## config.mk

```make
export PLATFORM = sky130hd
export DESIGN_NAME = early_stop_multi_flat
export DESIGN_NICKNAME = d
export VERILOG_FILES = /design/src/rtl/early_stop_multi_pkg.sv /design/src/rtl/early_stop_multi_if.sv /design/src/rtl/early_stop_multi_pulser.sv /design/src/rtl/early_stop_multi_syn_zero_check.sv /design/src/rtl/early_stop_multi.sv /design/src/flat_wrapper.sv
export SDC_FILE = /design/constraint.sdc
export NUM_CORES = 1
export LEC_CHECK = 0
export ABC_AREA = 1
export BUFFER_PORTS_ARGS = -buffer_cell sky130_fd_sc_hd__buf_4
export CORE_UTILIZATION = 42
export CTS_BUF_LIST = sky130_fd_sc_hd__clkbuf_8 sky130_fd_sc_hd__clkbuf_16
export DETAILED_ROUTE_END_ITERATION = 10
export GPL_TIMING_DRIVEN = 0
export PLACE_DENSITY = 0.83
export SETUP_SLACK_MARGIN = 0.4
export SKIP_LAST_GASP = 1
export SYNTH_ARGS = -nofsm -noshare
export SYNTH_HDL_FRONTEND = slang
export SYNTH_SLANG_ARGS = --single-unit
```

## constraint.sdc

```tcl
create_clock -name i_clk -period 1.6 [get_ports i_clk]
set_input_delay 0.32 -clock i_clk [delete_from_list [all_inputs] [get_ports i_clk]]
set_output_delay 0.32 -clock i_clk [all_outputs]
set_load 0.02 [all_outputs]
```

## src/rtl/early_stop_multi_pkg.sv

```systemverilog
// Shared types and helpers for the early-stop detector: FSM encoding,
// code-select constants and the code-to-active-syndrome mask.
package early_stop_multi_pkg;

   typedef enum logic [1:0] {
      ST_IDLE = 2'b00,
      ST_RUN  = 2'b01,
      ST_HIT  = 2'b10,
      ST_DONE = 2'b11
   } state_t;

   localparam logic [1:0] CODE_A = 2'b00;
   localparam logic [1:0] CODE_B = 2'b01;
   localparam logic [1:0] CODE_C = 2'b10;

   // Short codes only carry the lower half of the syndromes; callers truncate to NUM_SYN.
   function automatic logic [31:0] code_mask(input logic [1:0] code, input int unsigned num_syn);
      logic [31:0] m;
      m = 32'h0000_0000;
      for (int i = 0; i < 32; i++) begin
         case (code)
            CODE_A, CODE_B: m[i] = (i < int'(num_syn / 2));
            CODE_C:         m[i] = (i < int'(num_syn));
            default:        m[i] = (i < int'(num_syn));
         endcase
      end
      return m;
   endfunction

endpackage

```

## src/rtl/early_stop_multi_if.sv

```systemverilog
// Syndrome-side bus into the early-stop detector: frame control plus one
// test pattern's flattened syndromes per valid beat.
interface early_stop_multi_if #(
   parameter int SYN_W   = 10,
   parameter int NUM_SYN = 4
);
   logic                       i_frame_start;
   logic                       i_mode;
   logic [1:0]                 i_code;
   logic [NUM_SYN*SYN_W-1:0]   i_syn;
   logic                       i_syn_valid;

   modport master (
      output i_frame_start, i_mode, i_code, i_syn, i_syn_valid
   );

   modport slave (
      input  i_frame_start, i_mode, i_code, i_syn, i_syn_valid
   );
endinterface

```

## src/rtl/early_stop_multi_pulser.sv

```systemverilog
// Edge-to-pulse converter; i_clear restarts edge history so a fresh frame can pulse at once.
module pulser (
   input  logic i_clk,
   input  logic i_rst_n,
   input  logic i_clear,
   input  logic i_level,
   output logic o_pulse
);
   logic r_prev;
   logic r_pulse;

   // Registered one-cycle pulse on a rising level, or on any level coincident with clear.
   always_ff @(posedge i_clk or negedge i_rst_n) begin
      if (!i_rst_n) begin
         r_prev  <= 1'b0;
         r_pulse <= 1'b0;
      end else if (i_clear) begin
         r_prev  <= i_level;
         r_pulse <= i_level;
      end else begin
         r_prev  <= i_level;
         r_pulse <= i_level & ~r_prev;
      end
   end

   assign o_pulse = r_pulse;
endmodule

```

## src/rtl/early_stop_multi_syn_zero_check.sv

```systemverilog
// Combinational zero test over the masked syndrome slices (S1 in the lowest slice).
module syn_zero_check #(
   parameter int SYN_W   = 10,
   parameter int NUM_SYN = 4
) (
   input  logic [NUM_SYN*SYN_W-1:0] i_syn,
   input  logic [NUM_SYN-1:0]       i_mask,
   output logic                     o_zero
);
   logic w_zero;

   // Any active nonzero slice breaks the zero condition.
   always_comb begin
      w_zero = 1'b1;
      for (int i = 0; i < NUM_SYN; i++) begin
         if (i_mask[i] && (i_syn[i*SYN_W +: SYN_W] != {SYN_W{1'b0}})) begin
            w_zero = 1'b0;
         end else begin
            w_zero = w_zero;
         end
      end
   end

   assign o_zero = w_zero;
endmodule

```

## src/rtl/early_stop_multi.sv

```systemverilog
// Early-stop detector for the Chase decoder path: flags the first all-zero
// test pattern of a frame, or that none of the expected patterns was zero.
module early_stop_multi
   import early_stop_multi_pkg::*;
#(
   parameter int SYN_W   = 10,
   parameter int NUM_SYN = 4,
   parameter int NUM_TP  = 4,
   parameter int TP_W    = 2
) (
   input  logic              i_clk,
   input  logic              i_rst_n,
   early_stop_multi_if.slave bus,
   output logic              o_early_stop_pulse,
   output logic [TP_W-1:0]   o_stop_tp_idx,
   output logic              o_no_stop_pulse,
   output logic              o_busy
);
   state_t            r_state;
   logic [TP_W-1:0]   r_cnt;
   logic              r_mode;
   logic [1:0]        r_code;
   logic [TP_W-1:0]   r_idx;

   logic              w_eff_mode;
   logic [1:0]        w_eff_code;
   logic [TP_W-1:0]   w_eff_cnt;
   logic [TP_W-1:0]   w_last;
   logic [NUM_SYN-1:0] w_mask;
   logic              w_zero;
   logic              w_eval;
   logic              w_hit_evt;
   logic              w_nostop_evt;

   // A frame_start beat is judged against the incoming mode/code as TP 0 of the new frame.
   assign w_eff_mode   = bus.i_frame_start ? bus.i_mode : r_mode;
   assign w_eff_code   = bus.i_frame_start ? bus.i_code : r_code;
   assign w_eff_cnt    = bus.i_frame_start ? TP_W'(0) : r_cnt;
   assign w_last       = w_eff_mode ? TP_W'(NUM_TP - 1) : TP_W'(0);
   assign w_mask       = NUM_SYN'(code_mask(w_eff_code, NUM_SYN));
   assign w_eval       = bus.i_syn_valid & (bus.i_frame_start | (r_state == ST_RUN));
   assign w_hit_evt    = w_eval & w_zero;
   assign w_nostop_evt = w_eval & ~w_zero & (w_eff_cnt == w_last);

   syn_zero_check #(
      .SYN_W   (SYN_W),
      .NUM_SYN (NUM_SYN)
   ) u_zero (
      .i_syn  (bus.i_syn),
      .i_mask (w_mask),
      .o_zero (w_zero)
   );

   // Frame FSM, TP counter, latched frame parameters and reported TP index.
   always_ff @(posedge i_clk or negedge i_rst_n) begin
      if (!i_rst_n) begin
         r_state <= ST_IDLE;
         r_cnt   <= TP_W'(0);
         r_mode  <= 1'b0;
         r_code  <= 2'b00;
         r_idx   <= TP_W'(0);
      end else begin
         if (bus.i_frame_start) begin
            r_mode <= bus.i_mode;
            r_code <= bus.i_code;
         end else begin
            r_mode <= r_mode;
            r_code <= r_code;
         end

         if (w_hit_evt) begin
            r_idx <= w_eff_cnt;
         end else if (bus.i_frame_start) begin
            r_idx <= TP_W'(0);
         end else begin
            r_idx <= r_idx;
         end

         if (w_hit_evt) begin
            r_state <= ST_HIT;
            r_cnt   <= w_eff_cnt;
         end else if (w_nostop_evt) begin
            r_state <= ST_DONE;
            r_cnt   <= w_eff_cnt;
         end else if (w_eval) begin
            r_state <= ST_RUN;
            r_cnt   <= w_eff_cnt + TP_W'(1);
         end else if (bus.i_frame_start) begin
            r_state <= ST_RUN;
            r_cnt   <= TP_W'(0);
         end else begin
            case (r_state)
               ST_IDLE, ST_RUN, ST_HIT, ST_DONE: r_state <= r_state;
               default:                          r_state <= ST_IDLE;
            endcase
            r_cnt <= r_cnt;
         end
      end
   end

   pulser u_hit_pulse (
      .i_clk   (i_clk),
      .i_rst_n (i_rst_n),
      .i_clear (bus.i_frame_start),
      .i_level (w_hit_evt),
      .o_pulse (o_early_stop_pulse)
   );

   pulser u_nostop_pulse (
      .i_clk   (i_clk),
      .i_rst_n (i_rst_n),
      .i_clear (bus.i_frame_start),
      .i_level (w_nostop_evt),
      .o_pulse (o_no_stop_pulse)
   );

   assign o_stop_tp_idx = r_idx;
   assign o_busy        = (r_state == ST_RUN);
endmodule

```

## src/flat_wrapper.sv

```systemverilog
// flat-port wrapper written by rule: the top's interface ports become plain ports
module early_stop_multi_flat import early_stop_multi_pkg::*;
#(
   parameter int SYN_W   = 10,
   parameter int NUM_SYN = 4,
   parameter int NUM_TP  = 4,
   parameter int TP_W    = 2
)
  (i_clk, i_rst_n, o_early_stop_pulse, o_stop_tp_idx, o_no_stop_pulse, o_busy, bus_i_frame_start, bus_i_mode, bus_i_code, bus_i_syn, bus_i_syn_valid);
  early_stop_multi_if #(.SYN_W(SYN_W), .NUM_SYN(NUM_SYN)) bus_i ();
  input  logic i_clk;
  input  logic i_rst_n;
  output logic o_early_stop_pulse;
  output logic [TP_W-1:0] o_stop_tp_idx;
  output logic o_no_stop_pulse;
  output logic o_busy;
  input wire logic [$bits(bus_i.i_frame_start)-1:0] bus_i_frame_start;
  input wire logic [$bits(bus_i.i_mode)-1:0] bus_i_mode;
  input wire logic [$bits(bus_i.i_code)-1:0] bus_i_code;
  input wire logic [$bits(bus_i.i_syn)-1:0] bus_i_syn;
  input wire logic [$bits(bus_i.i_syn_valid)-1:0] bus_i_syn_valid;
  assign bus_i.i_frame_start = bus_i_frame_start;
  assign bus_i.i_mode = bus_i_mode;
  assign bus_i.i_code = bus_i_code;
  assign bus_i.i_syn = bus_i_syn;
  assign bus_i.i_syn_valid = bus_i_syn_valid;
  early_stop_multi #(.SYN_W(SYN_W), .NUM_SYN(NUM_SYN), .NUM_TP(NUM_TP), .TP_W(TP_W)) u_core (.i_clk(i_clk), .i_rst_n(i_rst_n), .bus(bus_i), .o_early_stop_pulse(o_early_stop_pulse), .o_stop_tp_idx(o_stop_tp_idx), .o_no_stop_pulse(o_no_stop_pulse), .o_busy(o_busy));
endmodule
```

==> metrics.md, run 1 <==
| Metric | Value |
|---|---|
| Worst Hold Depth | `3` |
| Post-layout minimum cycle time | `1190 ps` |
| Pwr dens | `668 nW/µm²` |
| Worst Setup End Kind | `primary output` |
| Top-count cell post-synth | `nor2_1` |
| Die W | `43.1 µm` |
| Main flop type after synthesis | `dfrtp_1` |
| R2R setup slack | `460 ps` |
| Final GP Congestion | `0.716` |
| Slew Limit Fails | `0` |
| Max-slew headroom | `88.5%` |
| Number of global-route vias before repair | `783` |
| Hold Path Class | `input port to flip-flop` |
| Peak Freq | `0.841 GHz` |
| TritonCTS buffer count | `3` |
| Worst-path fanout max | `2` |
| Ranking of synthesized cells by area | `dfrtp_1 (42%), nor2_1 (14%), nand2_1 (12%)` |
| Synth cell count leaders | `nor2_1 (26), nand2_1 (22), dfrtp_1 (12)` |
| Power share of the combinational group | `28.1%` |
| # diodes | `0` |
| YS warnings | `0` |
| Post-Route WL | `1.80 mm` |
| Vias post-DR | `819` |
| Syn nets | `142` |
| Nature of the critical path startpoint | `flip-flop` |
| Lkg Pwr | `0.000653 µW` |
| Starting Density | `46.1%` |
| Fraction of layout cells with a size suffix above 1 | `52.3%` |
| CTS H-tree lvls | `1` |
| Die Height | `43.1 µm` |
| Site Rows | `14` |
| Initial drt markers | `22` |
| Cells on worst reg2reg path | `6` |
| Status | `completed` |
| Post-DP HPWL | `1.43 mm` |
| Post-synthesis cell count | `95` |
| Final worst slack | `411 ps` |
| Reg2reg end | `u_core.u_nostop_pulse.o_pulse` |
| # IOs | `52` |
| Period utilisation layout | `74.3%` |
| Critical Path AT | `870 ps` |
| Register area share after synthesis | `42.3%` |
| Hold EP | `u_core.r_mode` |
| Num Clock Sinks | `12` |
| Post-Place Setup Slack | `223 ps` |
| Pint | `617 µW` |
| Crit-path max cell delay | `350 ps` |
| DR pass1 iterations | `4` |
| Crit path max-delay family | `flip-flops` |
| Remaining Overflow, GRT | `0` |
| Placed cell areas | `1110 µm²` |
| Net switching power | `202 µW` |
| Synth top area share | `42.3%` |
| Clock transition at the registers of the reported paths | `50 ps` |
| Vias per cell | `4.90` |
| Cell taking the most area after synthesis | `dfrtp_1` |
| Final Hold Vio Count | `0` |
| IO Port Bufs | `50` |
| Clk network pwr share | `31.0%` |
| Setup Viol. Count Final | `0` |
| #FFs+latches synth | `12` |
| Largest net degree at the start of global routing | `13` |
| Async SR Flop Fraction | `100%` |
| Setup CP Type | `flip-flop to primary output` |
| Post-Route Skew | `0.566 ps` |
| CTS max path bufs | `2` |
| Synthesized cell area | `711 µm²` |
| Netlist cell types | `21` |
| Post-synth EDFFs | `0` |
| Remaining antenna violation count after routing | `0` |
| Reg power frac | `40.9%` |
| Area Overhead vs Synth | `72.7%` |
| Worst path buffer plus inverter count | `2` |
| Slowest-stage cell, CP | `dfrtp_1` |
| Setup total negative slack | `0 ps` |
| Antenna violations before repair | `0` |
| Syn avg cell area | `7.48 µm²` |
| Worst r2r src | `u_core.r_mode` |
| Final nets | `200` |
| CTS tree | `built` |
| Design Area, Final | `1230 µm²` |
| Total track usage | `20.0%` |
| Slew @ Worst Pin | `173 ps` |
| Worst path required time | `1280 ps` |
| Core area | `1540 µm²` |
| First-pass GRT wire length | `2.87 mm` |
| Worst hold margin | `350 ps` |
| Levels on crit path | `3` |
| Critical path, cell by cell | `inv_2 > nor2_1 > buf_4` |
| Die ar. | `1860 µm²` |
| Worst Hold Launch | `bus_i_mode` |
| Clk root buf | `clkbuf_8` |
| RSZ-0062 raised after global routing | `true` |
| Max VDD drop | `0.000319 V` |
| Number of max-cap violations | `0` |
| Clk_lat worst skew | `230 ps` |
| DRC | `0` |
| WL per Instance | `10.7 µm` |
| Switching share of power | `24.7%` |
## routing by layer
layer | wire (µm) | global-route usage (%) | share of wire (%) | up-vias
li1 | - | - | - | 408
met1 | 656 | 22.3 | 37 | 368
met2 | 1020 | 35.5 | 57 | 38
met3 | 89 | 3.83 | 5.0 | 5
met4 | 27 | 9.70 | 1.5 | 0
met5 | 0 | 0 | 0 | -
## through the flow
stage / util [%] / power, µW / cells
final: 79.6 / 819 / 167
after detailed placement: 71.8 / 544 / 161
after CTS: 75.1 / 804 / 165
after floorplan: - / 430 / 95
after global routing: 79.6 / 861 / 167
after global placement: 71.8 / 537 / 161
## worst max-delay path by stage
stage | start | slack [ps] | to
after floorplan | bus_i_syn[3] | 440 | u_core.r_cnt[0]
after global placement | bus_i_frame_start | 250 | u_core.r_cnt[1]
after detailed placement | bus_i_frame_start | 220 | u_core.r_cnt[0]
after CTS | u_core.r_state[0] | 400 | o_busy
after global routing | bus_i_syn[7] | 370 | u_core.r_cnt[0]
final | u_core.r_state[0] | 410 | o_busy
## placed cells by master (no fill, tap or decap), types with 2 or more instances in the layout
| cell type | netlist | final |
|---|---|---|
| nor3b_2 | 1 | 2 |
| nor2_2 | 0 | 4 |
| buf_6 | 0 | 4 |
| nand3_1 | 4 | 4 |
| nand2_2 | 6 | 6 |
| o21ai_1 | 1 | 2 |
| nand4_1 | 2 | 2 |
| inv_1 | 8 | 7 |
| clkbuf_8 | 0 | 3 |
| buf_4 | 0 | 48 |
| nor2_4 | 1 | 4 |
| nor2_1 | 26 | 19 |
| inv_2 | 2 | 2 |
| nand2_1 | 22 | 22 |
| dfrtp_1 | 12 | 12 |
## power groups by stage
| stage | Sequential, µW | Combinational, µW | Clock, µW |
|---|---|---|---|
| floorplan | 342 | 88.1 | 0 |
| global placement | 339 | 198 | 0 |
| detailed placement | 339 | 204 | 0 |
| CTS | 335 | 207 | 262 |
| global route | 336 | 251 | 274 |
| finish | 335 | 230 | 254 |
## logic make-up after synthesis
family          share of synthesized area [%]
compound gates                           2.99
simple gates                             48.8
buf+inv                                  5.99
flops                                    42.3
## tightest hold or removal path, stage by stage
cell     delay (ps)
buf_4            80
nand2_1          40
o21ai_1          90
## final cells by class
cell class	instances	area (µm²)
multi-input cells	72	405
fillers	110	314
repair buffers	53	415
well taps	16	20.0
inverters	11	45.0
flip-flops and latches	12	300
clock buffers	3	41.3
## timing repair
action | in CTS | in global routing
hold buffers | 1 | 0
buffers inserted | 0 | 2
resized for setup | 0 | 18
endpoints found under the hold margin | 12 | 0
setup endpoints to repair | 0 | 5
Power figures use the tool's default switching activity.
==> inputs of run 2 (changes only) <==
Settings changed: CORE_UTILIZATION 42 to 39, PLACE_DENSITY 0.83 to 0.78.
Clock period 1.6 ns to 1.11 ns, I/O delays scaled along.
==> run 2 against run 1 <==
The run now ends with DRC, setup timing left. Via count is 1.5% lower. Flip-flop and latch count stayed put. Critical path depth is 1 lower. First-iteration DRC count is 36% lower. Die area is 7.3% higher. Non-clock buffer count is 4 higher. Count of clock-buffer cells in the layout is 1 higher. Critical path type unchanged. Critical endpoint unchanged. Largest cell class unchanged.
==> metrics.md, run 2 (same netlist as run 1, synthesis figures left out) <==
| Metric | Value |
|---|---|
| Initial drt markers | `14` |
| Period utilisation layout | `102%` |
| Site Rows | `15` |
| Worst Setup End Kind | `primary output` |
| Crit-path max cell delay | `430 ps` |
| Vias post-DR | `807` |
| Pwr dens | `994 nW/µm²` |
| Post-Route WL | `1.87 mm` |
| Die ar. | `2000 µm²` |
| Worst hold margin | `219 ps` |
| Setup Viol. Count Final | `1` |
| Post-Place Setup Slack | `-209 ps` |
| Max VDD drop | `0.000647 V` |
| Remaining Overflow, GRT | `0` |
| GRT met2 Usage | `40.0%` |
| R2R setup slack | `10 ps` |
| Clk root buf | `clkbuf_8` |
| Die Height | `44.7 µm` |
| Worst path required time | `890 ps` |
| Final GP Congestion | `0.724` |
| CTS H-tree lvls | `1` |
| Area of the multi-input gates | `442 µm²` |
| Setup CP Type | `flip-flop to primary output` |
| Slowest-stage cell, CP | `dfrtp_1` |
| CTS max path bufs | `2` |
| Final core area utilization | `77.5%` |
| Slew @ Worst Pin | `179 ps` |
| Largest net degree at the start of global routing | `13` |
| Critical path, cell by cell | `nor2_4 > buf_6` |
| FF+latch area | `300 µm²` |
| Worst-path fanout max | `2` |
| Nature of the critical path startpoint | `flip-flop` |
| Number of global-route vias before repair | `815` |
| Clk_lat worst skew | `240 ps` |
| Total track usage | `21.9%` |
| Critical Path AT | `910 ps` |
| WL per Instance | `10.3 µm` |
| Cells on worst reg2reg path | `6` |
| CTS tree | `built` |
| Antenna violations before repair | `0` |
| Gr busiest metal | `met2` |
| IO Port Bufs | `50` |
| Status | `complete, but fails checks` |
| # fillers | `120` |
| GR Util met1 | `19.6%` |
| Post-Route Skew | `2.53 ps` |
| # IOs | `52` |
| DR pass1 iterations | `7` |
| Levels on crit path | `2` |
| Area Overhead vs Synth | `86.3%` |
| Starting Density | `41.6%` |
| Commonest non-fill, non-tap cell in the layout | `buf_4` |
| Post-layout minimum cycle time | `1140 ps` |
| Design Area, Final | `1320 µm²` |
| Placed cell areas | `1150 µm²` |
| Clock transition at the registers of the reported paths | `50 ps` |
| Fraction of layout cells with a size suffix above 1 | `57.1%` |
| Core area | `1710 µm²` |
| Final nets | `204` |
| Commonest cells after routing, fill and taps aside | `buf_4 (51), nor2_1 (22), nand2_1 (21)` |
| Worst path buffer plus inverter count | `1` |
| Num Clock Sinks | `12` |
| Remaining antenna violation count after routing | `0` |
| Die W | `44.7 µm` |
| Number of max-cap violations | `0` |
| RSZ-0062 raised after global routing | `true` |
| Peak Freq | `0.880 GHz` |
| Final Hold Vio Count | `0` |
| Setup total negative slack | `-26.2 ps` |
| Post-DP HPWL | `1.42 mm` |
| Hold Path Class | `input port to flip-flop` |
| Lkg Pwr | `0.000699 µW` |
| Vias per cell | `4.46` |
| # diodes | `0` |
| Max-slew headroom | `88.1%` |
| DRC | `2` |
| Failing checks | `DRC, setup timing` |
| Final worst slack | `-26.2 ps` |
| Crit path max-delay family | `flip-flops` |
| GR Util met3 | `7.76%` |
| Worst Hold Depth | `3` |
| TritonCTS buffer count | `3` |
| First-pass GRT wire length | `3.02 mm` |
| Slew Limit Fails | `0` |
[run 2: cell type report]
class / count / share of cell area, %
multi-input combinational: 72 / 33.4
timing repair buffer: 57 / 33.9
clock buffer: 4 / 4.16
tap: 25 / 2.36
inverter: 11 / 3.50
sequential: 12 / 22.7
[run 2: worst paths after layout]
check / start / to
worst max-delay path: u_core.r_state[1] / o_busy
max in group asynchronous: i_rst_n / u_core.r_cnt[0]
worst min register to register: u_core.u_hit_pulse.r_prev / u_core.u_hit_pulse.o_pulse
min in group asynchronous: i_rst_n / u_core.r_state[0]
worst max register to register: u_core.r_mode / u_core.u_nostop_pulse.o_pulse
worst min-delay path: bus_i_code[1] / u_core.r_code[1]
[run 2: per-layer routing]
layer | vias up | wire length [µm]
li1 | 415 | -
met1 | 351 | 605
met2 | 35 | 1100
met3 | 6 | 114
met4 | 0 | 49
met5 | - | 0
[run 2: worst register-to-register path, delay by kind of cell, from the launching register on]
family                 cells  cell delay (ps)
AND/OR/NAND/NOR            2              230
buffers and inverters      2              240
flip-flops                 1              360
AO/OA/AOI/OAI              2              200
[run 2: timing repair]
item | 4_1_cts | 5_1_grt
gates resized for setup | 10 | 9
setup buffers | 3 | 3
endpoints found under the setup margin | 15 | 15
hold buffers | 1 | 0
pin swaps | 9 | 13
hold endpoints to repair | 12 | 0
[run 2: metrics by stage]
| stage | instances | power, µW |
|---|---|---|
| 6_report | 181 | 1320 |
| 5_1_grt | 181 | 1380 |
| 4_1_cts | 178 | 1300 |
| 3_5_place_dp | 170 | 796 |
| 3_3_place_gp | 170 | 785 |
| 2_1_floorplan | 95 | 628 |
[run 2: report_power, final]
group / switching [µW] / internal (µW)
registers: 20.9 / 468
logic: 158 / 195
clock network: 161 / 313
==> inputs of run 3 (changes only) <==
Clock period 1.11 ns to 1.3 ns, I/O delays scaled along.
==> run 3 against run 2 <==
The run ends with DRC left. Count of clock-buffer cells in the layout down 1. Via count down 1.6%. Core utilization down 1.2 points. Cell count unchanged. Critical path type is now flip-flop to flip-flop. Largest power group unchanged. First-iteration DRC count down 14%. Non-clock buffer count up 1. Sequential share of layout area up 0.35 points. Design area down 1.5%.
==> metrics.md, run 3 (same netlist as run 1, synthesis figures left out) <==
| Metric | Value |
|---|---|
| Antenna violations before repair | `0` |
| Post-DP HPWL | `1.39 mm` |
| Peak Freq | `0.887 GHz` |
| Clock transition at the registers of the reported paths | `50 ps` |
| RSZ-0062 raised after global routing | `true` |
| Number of max-cap violations | `0` |
| Final GP Congestion | `0.800` |
| Pwr dens | `810 nW/µm²` |
| Post-Route WL | `1.83 mm` |
| Nature of the critical path startpoint | `flip-flop` |
| Failing checks | `DRC` |
| Remaining antenna violation count after routing | `0` |
| Commonest non-fill, non-tap cell in the layout | `buf_4` |
| Clk root buf | `clkbuf_8` |
| Commonest cells after routing, fill and taps aside | `buf_4 (52), nor2_1 (21), nand2_1 (20)` |
| Slowest-stage cell, CP | `dfrtp_1` |
| Fraction of layout cells with a size suffix above 1 | `57.7%` |
| Crit-path max cell delay | `350 ps` |
| Post-Route Skew | `1.18 ps` |
| Die W | `44.7 µm` |
| WL per Instance | `10.1 µm` |
| Total track usage | `21.9%` |
| Most used cell along the critical path | `nand2_1` |
| Max VDD drop | `0.000729 V` |
| FF+latch area | `300 µm²` |
| Worst r2r src | `u_core.r_cnt[1]` |
| Placed cell areas | `1140 µm²` |
| Area of the multi-input gates | `429 µm²` |
| Slew Limit Fails | `0` |
| Worst-path fanout max | `3` |
| Lkg Pwr | `0.000686 µW` |
| Starting Density | `41.6%` |
| CTS max path bufs | `2` |
| Core area | `1710 µm²` |
| Worst Setup End Kind | `flip-flop` |
| Die ar. | `2000 µm²` |
| Status | `complete, but fails checks` |
| Setup total negative slack | `0 ps` |
| Design Area, Final | `1300 µm²` |
| DR pass1 iterations | `8` |
| # fillers | `121` |
| Worst path required time | `1430 ps` |
| Final Hold Vio Count | `0` |
| Crit path max-delay family | `simple AND/OR/NAND/NOR gates` |
| # diodes | `0` |
| CTS tree | `built` |
| Largest net degree at the start of global routing | `13` |
| Critical Path AT | `1250 ps` |
| Worst Hold Launch | `bus_i_code[1]` |
| DRC | `1` |
| Num Clock Sinks | `12` |
| Final nets | `205` |
| Site Rows | `15` |
| Worst setup path startpoint | `u_core.r_cnt[1]` |
| Number of global-route vias before repair | `780` |
| Hold Path Class | `input port to flip-flop` |
| Remaining Overflow, GRT | `0` |
| Slew @ Worst Pin | `160 ps` |
| Setup Viol. Count Final | `0` |
| R2R setup slack | `170 ps` |
| Max-slew headroom | `89.3%` |
| Vias post-DR | `794` |
| Post-layout minimum cycle time | `1130 ps` |
| Setup CP Type | `flip-flop to flip-flop` |
| # IOs | `52` |
| Period utilisation layout | `86.7%` |
| TritonCTS buffer count | `3` |
| Clk_lat worst skew | `240 ps` |
| Die Height | `44.7 µm` |
| Initial drt markers | `12` |
| First-pass GRT wire length | `3.11 mm` |
| IO Port Bufs | `50` |
| CTS H-tree lvls | `1` |
| Vias per cell | `4.39` |
| Critical path, cell by cell | `inv_1 > nor2_2 > o22ai_2 > nand2_2 > nand4_1 > nand2_1 > nand2_1` |
| Area Overhead vs Synth | `83.5%` |
| Worst path buffer plus inverter count | `1` |
-- run 3: layout make-up --
type	count	share of cell area, %
flip-flops and latches	12	23.0
repair buffers	58	35.0
well taps	25	2.40
multi-input cells	72	32.9
clock buffers	3	3.17
inverters	11	3.45
-- run 3: routing by layer --
layer  global-route usage [%]  vias up  share of wire [%]
li1                         -      416                  -
met1                     23.3      339                 38
met2                     40.6       34                 54
met3                     6.12        5                5.1
met4                     8.48        0                1.9
met5                        0        -                  0
-- run 3: path summary, 6_finish.rpt --
| check | end | depth (start not counted) |
|---|---|---|
| setup / recovery | u_core.r_cnt[1] | 7 |
| hold reg to reg | u_core.u_hit_pulse.o_pulse | 1 |
| min in group asynchronous | u_core.r_state[0] | 2 |
| max in group asynchronous | u_core.r_cnt[1] | 2 |
| setup reg to reg | u_core.r_cnt[1] | 7 |
| hold / removal | u_core.r_code[1] | 3 |
-- run 3: power by group --
group / total [µW] / switching (µW) / internal (µW)
logic: 307 / 136 / 171
registers: 417 / 16.9 / 400
clock network: 332 / 129 / 203
total: 1060 / 281 / 775
-- run 3: per-stage QoR --
| step | setup WS [ps] | hold slack (ps) | util [%] | power, µW | cells |
|---|---|---|---|---|---|
| 2_1_floorplan | 220 | -35.6 | - | 533 | 95 |
| 3_3_place_gp | 36.4 | 105 | 66.8 | 666 | 170 |
| 3_5_place_dp | 4.06 | 108 | 66.8 | 676 | 170 |
| 4_1_cts | 172 | 249 | 74.9 | 1050 | 179 |
| 5_1_grt | 73.2 | 278 | 76.3 | 1110 | 181 |
| 6_report | 173 | 263 | 76.3 | 1060 | 181 |
-- run 3: tightest hold or removal path, cell delays in order --
cell,delay (ps)
buf_4,70
nand2_1,40
nand2_1,80
-- run 3: repair_timing --
action / CTS / global route
resized for setup: 15 / 3
gates cloned: 0 / 0
buffers inserted: 5 / 2
pin swaps: 14 / 4
endpoints found under the setup margin: 15 / 15
endpoints found under the hold margin: 12 / 0
hold buffers: 1 / 0
